### src/rtl/pmc_pkg.sv
// Shared constants and the readout FSM state type for the PMC snapshot readout.
package pmc_pkg;

    // Stream word width and performance counter geometry
    localparam int WORD_W  = 32;
    localparam int CNT_W   = 256;
    localparam int NUM_CNT = 4;

    // Header magic and frame length (one header plus 32 data words)
    localparam logic [15:0] HDR_MAGIC = 16'hC0DE;
    localparam int          FRAME_LEN = 33;

    // Index of the final data word within a frame
    localparam logic [4:0] LAST_IDX = 5'd31;

    // Readout sequencer states
    typedef enum logic [1:0] {
        IDLE = 2'd0,
        HDR  = 2'd1,
        DATA = 2'd2
    } state_t;

    // Builds the frame header word from the current frame number and overrun flag
    function automatic logic [31:0] makeHeader(input logic [7:0] frameId, input logic overrunFlag);
        makeHeader = {HDR_MAGIC, frameId, overrunFlag, 7'(FRAME_LEN)};
    endfunction

endpackage

### src/rtl/pmc_word_mux.sv
// Combinational word selector: picks one WORD_W-wide slice of the snapshot
// shadow register, word 0 being the least-significant slice.
module pmc_word_mux
    import pmc_pkg::*;
#(
    parameter int MUX_WORD_W   = 32,
    parameter int MUX_SHADOW_W = 1024
) (
    input  logic [MUX_SHADOW_W-1:0] i_shadow,
    input  logic [4:0]              i_idx,
    output logic [MUX_WORD_W-1:0]   o_word
);

    // Word i occupies bits [i*WORD_W +: WORD_W] of the shadow
    always_comb begin
        o_word = i_shadow[int'(i_idx)*MUX_WORD_W +: MUX_WORD_W];
    end

endmodule

### src/rtl/pmc_readout.sv
// Performance-counter snapshot readout. A snapshot request in IDLE captures all
// counters into a shadow register, then the block streams a header word followed
// by the shadow contents (stall, CPI, arith, mem; least-significant word first)
// over a valid/ready interface. Requests arriving while a frame is in flight are
// dropped and remembered in a sticky overrun flag.
module pmc_readout
    import pmc_pkg::*;
#(
    parameter int WORD_W  = pmc_pkg::WORD_W,
    parameter int CNT_W   = pmc_pkg::CNT_W,
    parameter int NUM_CNT = pmc_pkg::NUM_CNT
) (
    input  logic              clk,
    input  logic              reset,
    input  logic              snap_req,
    input  logic [CNT_W-1:0]  stall_count,
    input  logic [CNT_W-1:0]  cycles_per_instruction_q78,
    input  logic [CNT_W-1:0]  arith_count,
    input  logic [CNT_W-1:0]  mem_access_count,
    output logic [WORD_W-1:0] out_data,
    output logic              out_valid,
    input  logic              out_ready,
    output logic              out_last,
    output logic              busy,
    output logic [7:0]        frame_id,
    output logic              overrun
);

    localparam int SHADOW_W = NUM_CNT * CNT_W;

    // Registered state
    state_t              r_state;
    logic [4:0]          r_idx;
    logic [SHADOW_W-1:0] r_shadow;
    logic [7:0]          r_frameId;
    logic                r_overrun;
    logic                r_valid;
    logic [WORD_W-1:0]   r_data;
    logic                r_last;

    // Next-state values
    state_t              w_stateNext;
    logic [4:0]          w_idxNext;
    logic [SHADOW_W-1:0] w_shadowNext;
    logic [7:0]          w_frameIdNext;
    logic                w_overrunNext;
    logic                w_validNext;
    logic [WORD_W-1:0]   w_dataNext;
    logic                w_lastNext;

    // Datapath helpers
    logic                w_fire;
    logic [4:0]          w_selIdx;
    logic [WORD_W-1:0]   w_muxWord;
    logic [WORD_W-1:0]   w_header;
    logic [SHADOW_W-1:0] w_capture;

    assign w_fire    = r_valid & out_ready;
    assign w_header  = WORD_W'(makeHeader(r_frameId, r_overrun));
    assign w_capture = SHADOW_W'({mem_access_count, arith_count,
                                  cycles_per_instruction_q78, stall_count});

    // The word loaded on a transfer is always the one after the current index;
    // leaving the header it is word 0.
    assign w_selIdx = (r_state == DATA) ? (r_idx + 5'd1) : 5'd0;

    pmc_word_mux #(
        .MUX_WORD_W   (WORD_W),
        .MUX_SHADOW_W (SHADOW_W)
    ) u_wordMux (
        .i_shadow (r_shadow),
        .i_idx    (w_selIdx),
        .o_word   (w_muxWord)
    );

    // Next-state and next-output decode; outputs are registered so valid rises one cycle after capture
    always_comb begin
        w_stateNext   = r_state;
        w_idxNext     = r_idx;
        w_shadowNext  = r_shadow;
        w_frameIdNext = r_frameId;
        w_overrunNext = r_overrun | (snap_req & (r_state != IDLE));
        w_validNext   = r_valid;
        w_dataNext    = r_data;
        w_lastNext    = r_last;

        case (r_state)
            IDLE: begin
                if (snap_req) begin
                    w_stateNext  = HDR;
                    w_shadowNext = w_capture;
                    w_idxNext    = 5'd0;
                    w_validNext  = 1'b1;
                    w_dataNext   = w_header;
                    w_lastNext   = 1'b0;
                end
            end
            HDR: begin
                if (w_fire) begin
                    w_stateNext = DATA;
                    w_idxNext   = 5'd0;
                    w_dataNext  = w_muxWord;
                    w_lastNext  = 1'b0;
                end
            end
            DATA: begin
                if (w_fire) begin
                    if (r_last) begin
                        w_stateNext   = IDLE;
                        w_idxNext     = 5'd0;
                        w_validNext   = 1'b0;
                        w_dataNext    = '0;
                        w_lastNext    = 1'b0;
                        w_frameIdNext = r_frameId + 8'd1;
                    end else begin
                        w_idxNext  = r_idx + 5'd1;
                        w_dataNext = w_muxWord;
                        w_lastNext = ((r_idx + 5'd1) == LAST_IDX);
                    end
                end
            end
            default: begin
                w_stateNext = IDLE;
                w_validNext = 1'b0;
                w_dataNext  = '0;
                w_lastNext  = 1'b0;
            end
        endcase
    end

    // FSM state register
    always_ff @(posedge clk or posedge reset) begin
        if (reset) begin
            r_state <= IDLE;
        end else begin
            r_state <= w_stateNext;
        end
    end

    // Shadow, index, frame counter, sticky overrun and registered stream outputs
    always_ff @(posedge clk or posedge reset) begin
        if (reset) begin
            r_idx     <= 5'd0;
            r_shadow  <= '0;
            r_frameId <= 8'd0;
            r_overrun <= 1'b0;
            r_valid   <= 1'b0;
            r_data    <= '0;
            r_last    <= 1'b0;
        end else begin
            r_idx     <= w_idxNext;
            r_shadow  <= w_shadowNext;
            r_frameId <= w_frameIdNext;
            r_overrun <= w_overrunNext;
            r_valid   <= w_validNext;
            r_data    <= w_dataNext;
            r_last    <= w_lastNext;
        end
    end

    assign out_data  = r_data;
    assign out_valid = r_valid;
    assign out_last  = r_last;
    assign busy      = (r_state != IDLE);
    assign frame_id  = r_frameId;
    assign overrun   = r_overrun;

endmodule

### config.mk
export PLATFORM = sky130hd
export DESIGN_NAME = pmc_readout
export DESIGN_NICKNAME = d
export VERILOG_FILES = /design/src/rtl/pmc_pkg.sv /design/src/rtl/pmc_word_mux.sv /design/src/rtl/pmc_readout.sv
export SDC_FILE = /design/constraint.sdc
export NUM_CORES = 2
export LEC_CHECK = 0
export CAP_MARGIN = 20
export CORE_AREA = 2 2 417 419
export CTS_CLUSTER_DIAMETER = 100
export DETAILED_ROUTE_END_ITERATION = 12
export DIE_AREA = 0 0 419 421
export RECOVER_POWER = 50
export SLEW_MARGIN = 20
export SYNTH_ARGS = -nofsm -noshare
export SYNTH_HDL_FRONTEND = slang
export SYNTH_SLANG_ARGS = --single-unit
### constraint.sdc
create_clock -name clk -period 41.8 [get_ports clk]
set_input_delay 8.36 -clock clk [delete_from_list [all_inputs] [get_ports clk]]
set_output_delay 8.36 -clock clk [all_outputs]
set_load 0.005 [all_outputs]
### Word level (Yosys, flattened, before mapping)

Index checks and enable logic that the tools add are counted.

* register bits: 1074
* input bits: 1028
* output and inout port bits: 44
* word-level logic and storage cells: 56

* $add $sub $neg: 2
* eq/ne operators: 7
* shifts and indexed selects: 1
* mux-type cells: 25
* bitwise gates (word level): 4
* reductions and logical operators: 9

Operators with widths (number)
* 1024-bit by 11-bit indexed part select with 32-bit output: 1
* 32-bit 2-to-1 mux: 4
* 32-bit case mux with 3 select lines: 1
* 5-bit 2-to-1 mux: 5
* 5-bit case mux with 3 select lines: 1
* 4-bit AND reduction: 3
* 8-bit by 1-bit adder with 8-bit output (second input constant): 1
* 2-bit 2-to-1 mux: 4
* 2-bit inequality test (second input constant): 4
* 1-bit 2-to-1 mux: 7
* 1-bit case mux with 3 select lines: 2
* 2-bit case mux with 3 select lines: 1
* 3-bit AND reduction: 2
* 5-bit by 1-bit adder with 5-bit output (second input constant): 1
* 5-bit == test (second input constant): 1
* 3-bit nonzero test: 1
* 1-bit AND: 2
* 2-bit by 1-bit == test with 1-bit output (second input constant): 1
* 2-bit == test (second input constant): 1
* 2-bit zero test: 1
* 2-bit AND reduction: 1
* 2-bit nonzero test: 1
* 1-bit inverter: 1
* 1-bit OR: 1

### Longest topological paths before layout

* depth in word-level cells: 6
* depth in mapped cells: 13
* gate-level depth less buffers: 8

### Modules after synthesis

Synthesis repeated with hierarchy kept, for this count alone.

* cells, all modules: 3592
* area, all modules: 49581.3 µm²

Modules (own cells, without submodules)
* pmc_readout: times used 1, cells an instance 2434, area an instance 40694.0 µm², sequential area each 26875.8 µm²
* pmc_word_mux: times used 1, cells an instance 1158, area an instance 8887.3 µm², sequential area each 0.0 µm²

### Worst setup path after synthesis

Ideal clock, no wire load.

* path kind: input -> register
* from: input snap_req
* to: register r_data[1] (netlist: out_data[1])
* setup time: 0.129 ns
* data arrival time: 9.716 ns
* required time: 41.671 ns
* path slack: 31.955 ns
* stages on the path: 7
* path buffers: 2
* cells stage by stage: and2_1 buf_2 nor2_1 or4_4 buf_6 a21oi_1 a2111o_1

* cells in the longest elaborated chain, start to end: 2

RTL lines
* start: declaration: RTL line pmc_readout.sv:15 `input logic snap_req,`
* 2-bit inequality test (no source line)
* 3-bit AND reduction (no source line)
* end signal: assignment: RTL line pmc_readout.sv:156 `r_data <= w_dataNext;`
* end: declaration: RTL line pmc_readout.sv:38 `logic [WORD_W-1:0] r_data;`

Every way passes these cells.
A chain may end at the register's enable or synchronous reset.

==> flow_metrics.tcl <==
set metrics [dict create \
    clock_path_buffers 3 \
    p_per_area_nw_per_um2 74.2 \
    violations "capacitance limit, slew limit" \
    grt_pass1_vias 46337 \
    die_h_um 421 \
    power_switching_mw 2.07 \
    synth.avg_cell_area_um2 8.28 \
    crit_required_ns 40.41 \
    num_rows 153 \
    drt-total-wl_um 230000 \
    port_buffers 1071 \
    synth-async-reset-ratio 1.00 \
    fin_total_pwr_mw 4.95 \
    synth_top_family_by_area "simple AND/OR/NAND/NOR gates" \
    drtIter0Drc 4287 \
    cts-hold-fix-buffers 0 \
    cts_setup_buffers 0 \
    synthFlopType "dfrtp_1" \
    drc 0 \
    core_um2 172000 \
    synth_top_cell_area_share 0.540 \
    clk_pin_slew_ns 0.06 \
    p_int_mw 2.88 \
    path_cells "dlygate4sd3_1 > clkinvlp_2 > clkbuf_1 > clkbuf_1" \
    finalHoldViolCount 0 \
    syn_inst 6018 \
    status "finished, violations left" \
    synth_top_cell_by_area "dfrtp_1" \
    min_period_over_period 0.518 \
    ioPinCount 1072 \
    wl_met2_um 113000 \
    die_x_um 419 \
    cts_buffers 132 \
    overflow 0 \
    rsz0062_at_grt "false" \
    tritoncts "yes" \
    seq_area_frac_synth 0.540 \
    max_freq_ghz 0.0462 \
    power_frac_clock 0.231 \
    dpl.hpwl_um 165000 \
    area_delta_synth_final_pct 34.1 \
    dieArea_um2 176000 \
    post-synth-top-count-cell "nand2_1" \
    cts-root-buf "clkbuf_16" \
    ant_nets 0 \
    vias 46515 \
    grt_pass1_wl_um 327000 \
    crit_top_cell "clkbuf_1" \
    synth-adder-area-share 0.000754 \
    leakagePower_nw 32.0 \
    synth-compound-area-share 0.101 \
    wl_met1_um 92400 \
    syn_area_um2 49800 \
    ys_types 61 \
    nNetsFinal 7898 \
    via_per_inst 4.99 \
    setup_viol 0 \
    cts.sinks 1074 \
    yosys.area_share.simple 0.267 \
    ys_seq_elements 1074 \
    clock_latency_ns 0.79 \
    place_congestion 0.887 \
    path_class "in2async" \
    seqPwrFrac 0.366 \
    relSlewSlack -4.99 \
    drv_cap 17 \
    setup-tns-final_ns 0 \
    antenna_found_initial 58 \
    wl_met3_um 12900 \
    cp.arrival_ns 20.25 \
    cts.htree.levels 4 \
    synth_common_cells "nand2_1 (3175), dfrtp_1 (1074), clkbuf_1 (316)" \
    pwr-share-comb 0.402 \
    yosysWarnings 0 \
    hold_class "reg2reg" \
    cts_resized 0 \
    crit_path_end_kind "asynchronous set/reset pin" \
    fillers 17411 \
    start_kind "input pin" \
    synth_edf_count 0 \
    swShare 0.418 \
    synth_xor_area_frac 0.00176 \
    period_minus_slack_ns 21.64 \
    wire_per_inst_um 24.7 \
    fin_skew_ns 0.0351 \
    slowest_stage "clkbuf_1" \
    synth_fp_nets 7049 \
    track_usage 0.254 \
    layout-drive-gt1-share 0.0603 \
    crit_path_max_incr_delay_ns 6.26 \
    grt_max_degree 222 \
    drv_slew 1201 \
    synthMuxAreaShare 0.0548 \
    crit_fanout 162 \
    routed.top_layer "met5" \
    worst_slew_pin_slew_ns 8.98 \
    initial_core_util 0.289 \
    synthTopCellsByArea "dfrtp_1 (54%), nand2_1 (24%), mux2_2 (3.0%)" \
    first_pass_iters 6 \
    ir_drop_uv 46.9 \
]
## flip-flops by register name, indices dropped and copies added (netlist names)
register   count
frame_id       8
out_valid      1
out_data      32
r_shadow    1024
overrun        1
r_state        2
out_last       1
r_idx          5
## layout make-up
cell class              count  area (um^2)  share of cell area
flip-flops and latches   1074        26900               0.402
multi-input cells        4510        21300               0.319
repair buffers           1144        11300               0.169
clock buffers             186         3830              0.0573
well taps                2325         2910              0.0436
clock inverters            44          433             0.00648
diodes                     32         80.1             0.00120
inverters                   5         25.0            0.000375
## critical path, delay by kind of cell
kind | cells | cell delay (ns)
buf+inv | 4 | 11.42
## final timing paths
check                      slack [ns]                 startpoint                         to  depth (start not counted)
setup / recovery                20.16                      reset  r_shadow[456]$_DFFE_PP0P_                          4
hold / removal                   0.47  r_shadow[126]$_DFFE_PP0P_  r_shadow[126]$_DFFE_PP0P_                          2
setup reg to reg                32.93     r_state[0]$_DFFE_PP0P_  r_shadow[378]$_DFFE_PP0P_                          8
hold reg to reg                  0.47  r_shadow[126]$_DFFE_PP0P_  r_shadow[126]$_DFFE_PP0P_                          2
max in group clk                25.83                   snap_req  r_shadow[378]$_DFFE_PP0P_                          7
min in group asynchronous        9.44                      reset  r_shadow[908]$_DFFE_PP0P_                          2
## power by group through the flow
| stage | Clock, mW | Combinational (mW) | Sequential [mW] |
|---|---|---|---|
| floorplan | 0 | 1.24 | 1.73 |
| global placement | 0 | 1.99 | 1.80 |
| detailed placement | 0 | 2.02 | 1.82 |
| CTS | 1.17 | 2.03 | 1.80 |
| global route | 1.22 | 2.20 | 1.87 |
| finish | 1.15 | 1.99 | 1.81 |
## cell families after synthesis
group,count (synthesis)
buffers and inverters,434
xor gates and xnor gates,10
AOI/OAI and AO/OA,772
muxes,255
and+or+nand+nor,3470
DFF,1074
adders and majority gates,3
## through the flow
| step | instances | hold slack (ns) | worst slack (ns) | utilization | area (um^2) |
|---|---|---|---|---|---|
| floorplan | 6018 | 0.437 | 3.21 | - | 49800 |
| detailed placement | 9058 | 0.456 | 27.34 | 0.363 | 62500 |
| CTS | 9288 | 0.470 | 28.18 | 0.387 | 66800 |
| finish | 9320 | 0.468 | 20.16 | 0.387 | 66800 |
| global route | 9315 | 0.487 | 17.72 | 0.387 | 66800 |
| global placement | 9058 | 0.450 | 27.41 | 0.362 | 62500 |
## layer usage
layer / vias to the layer above / global-route usage
met4: 24 / 0.129
met2: 1751 / 0.426
met5: - / 0
met3: 409 / 0.0438
met1: 22957 / 0.314
li1: 21374 / -
## cell usage in the layout (no fill, tap or decap), types with 11 or more instances in the layout
master,synthesis,layout
mux2i_1,122,121
clkinv_2,0,14
clkbuf_1,316,41
nand3_1,37,37
dlygate4sd3_1,0,46
o31ai_1,12,12
a221o_1,14,14
diode_2,0,32
nand2_1,3175,3172
o22ai_1,142,142
clkbuf_8,0,26
buf_4,3,47
a21oi_1,153,152
inv_6,0,11
clkdlybuf4s50_1,0,1025
a22oi_1,20,20
nor2_1,149,146
o221ai_1,37,37
nor3_1,63,63
dfrtp_1,1074,1073
o21ai_0,170,170
clkbuf_16,0,135
and2_1,12,11
mux2_2,132,132
a221oi_1,52,52
a211oi_1,73,72
o2bb2ai_1,33,33
Note: power is estimated with default switching activity, not from simulation.
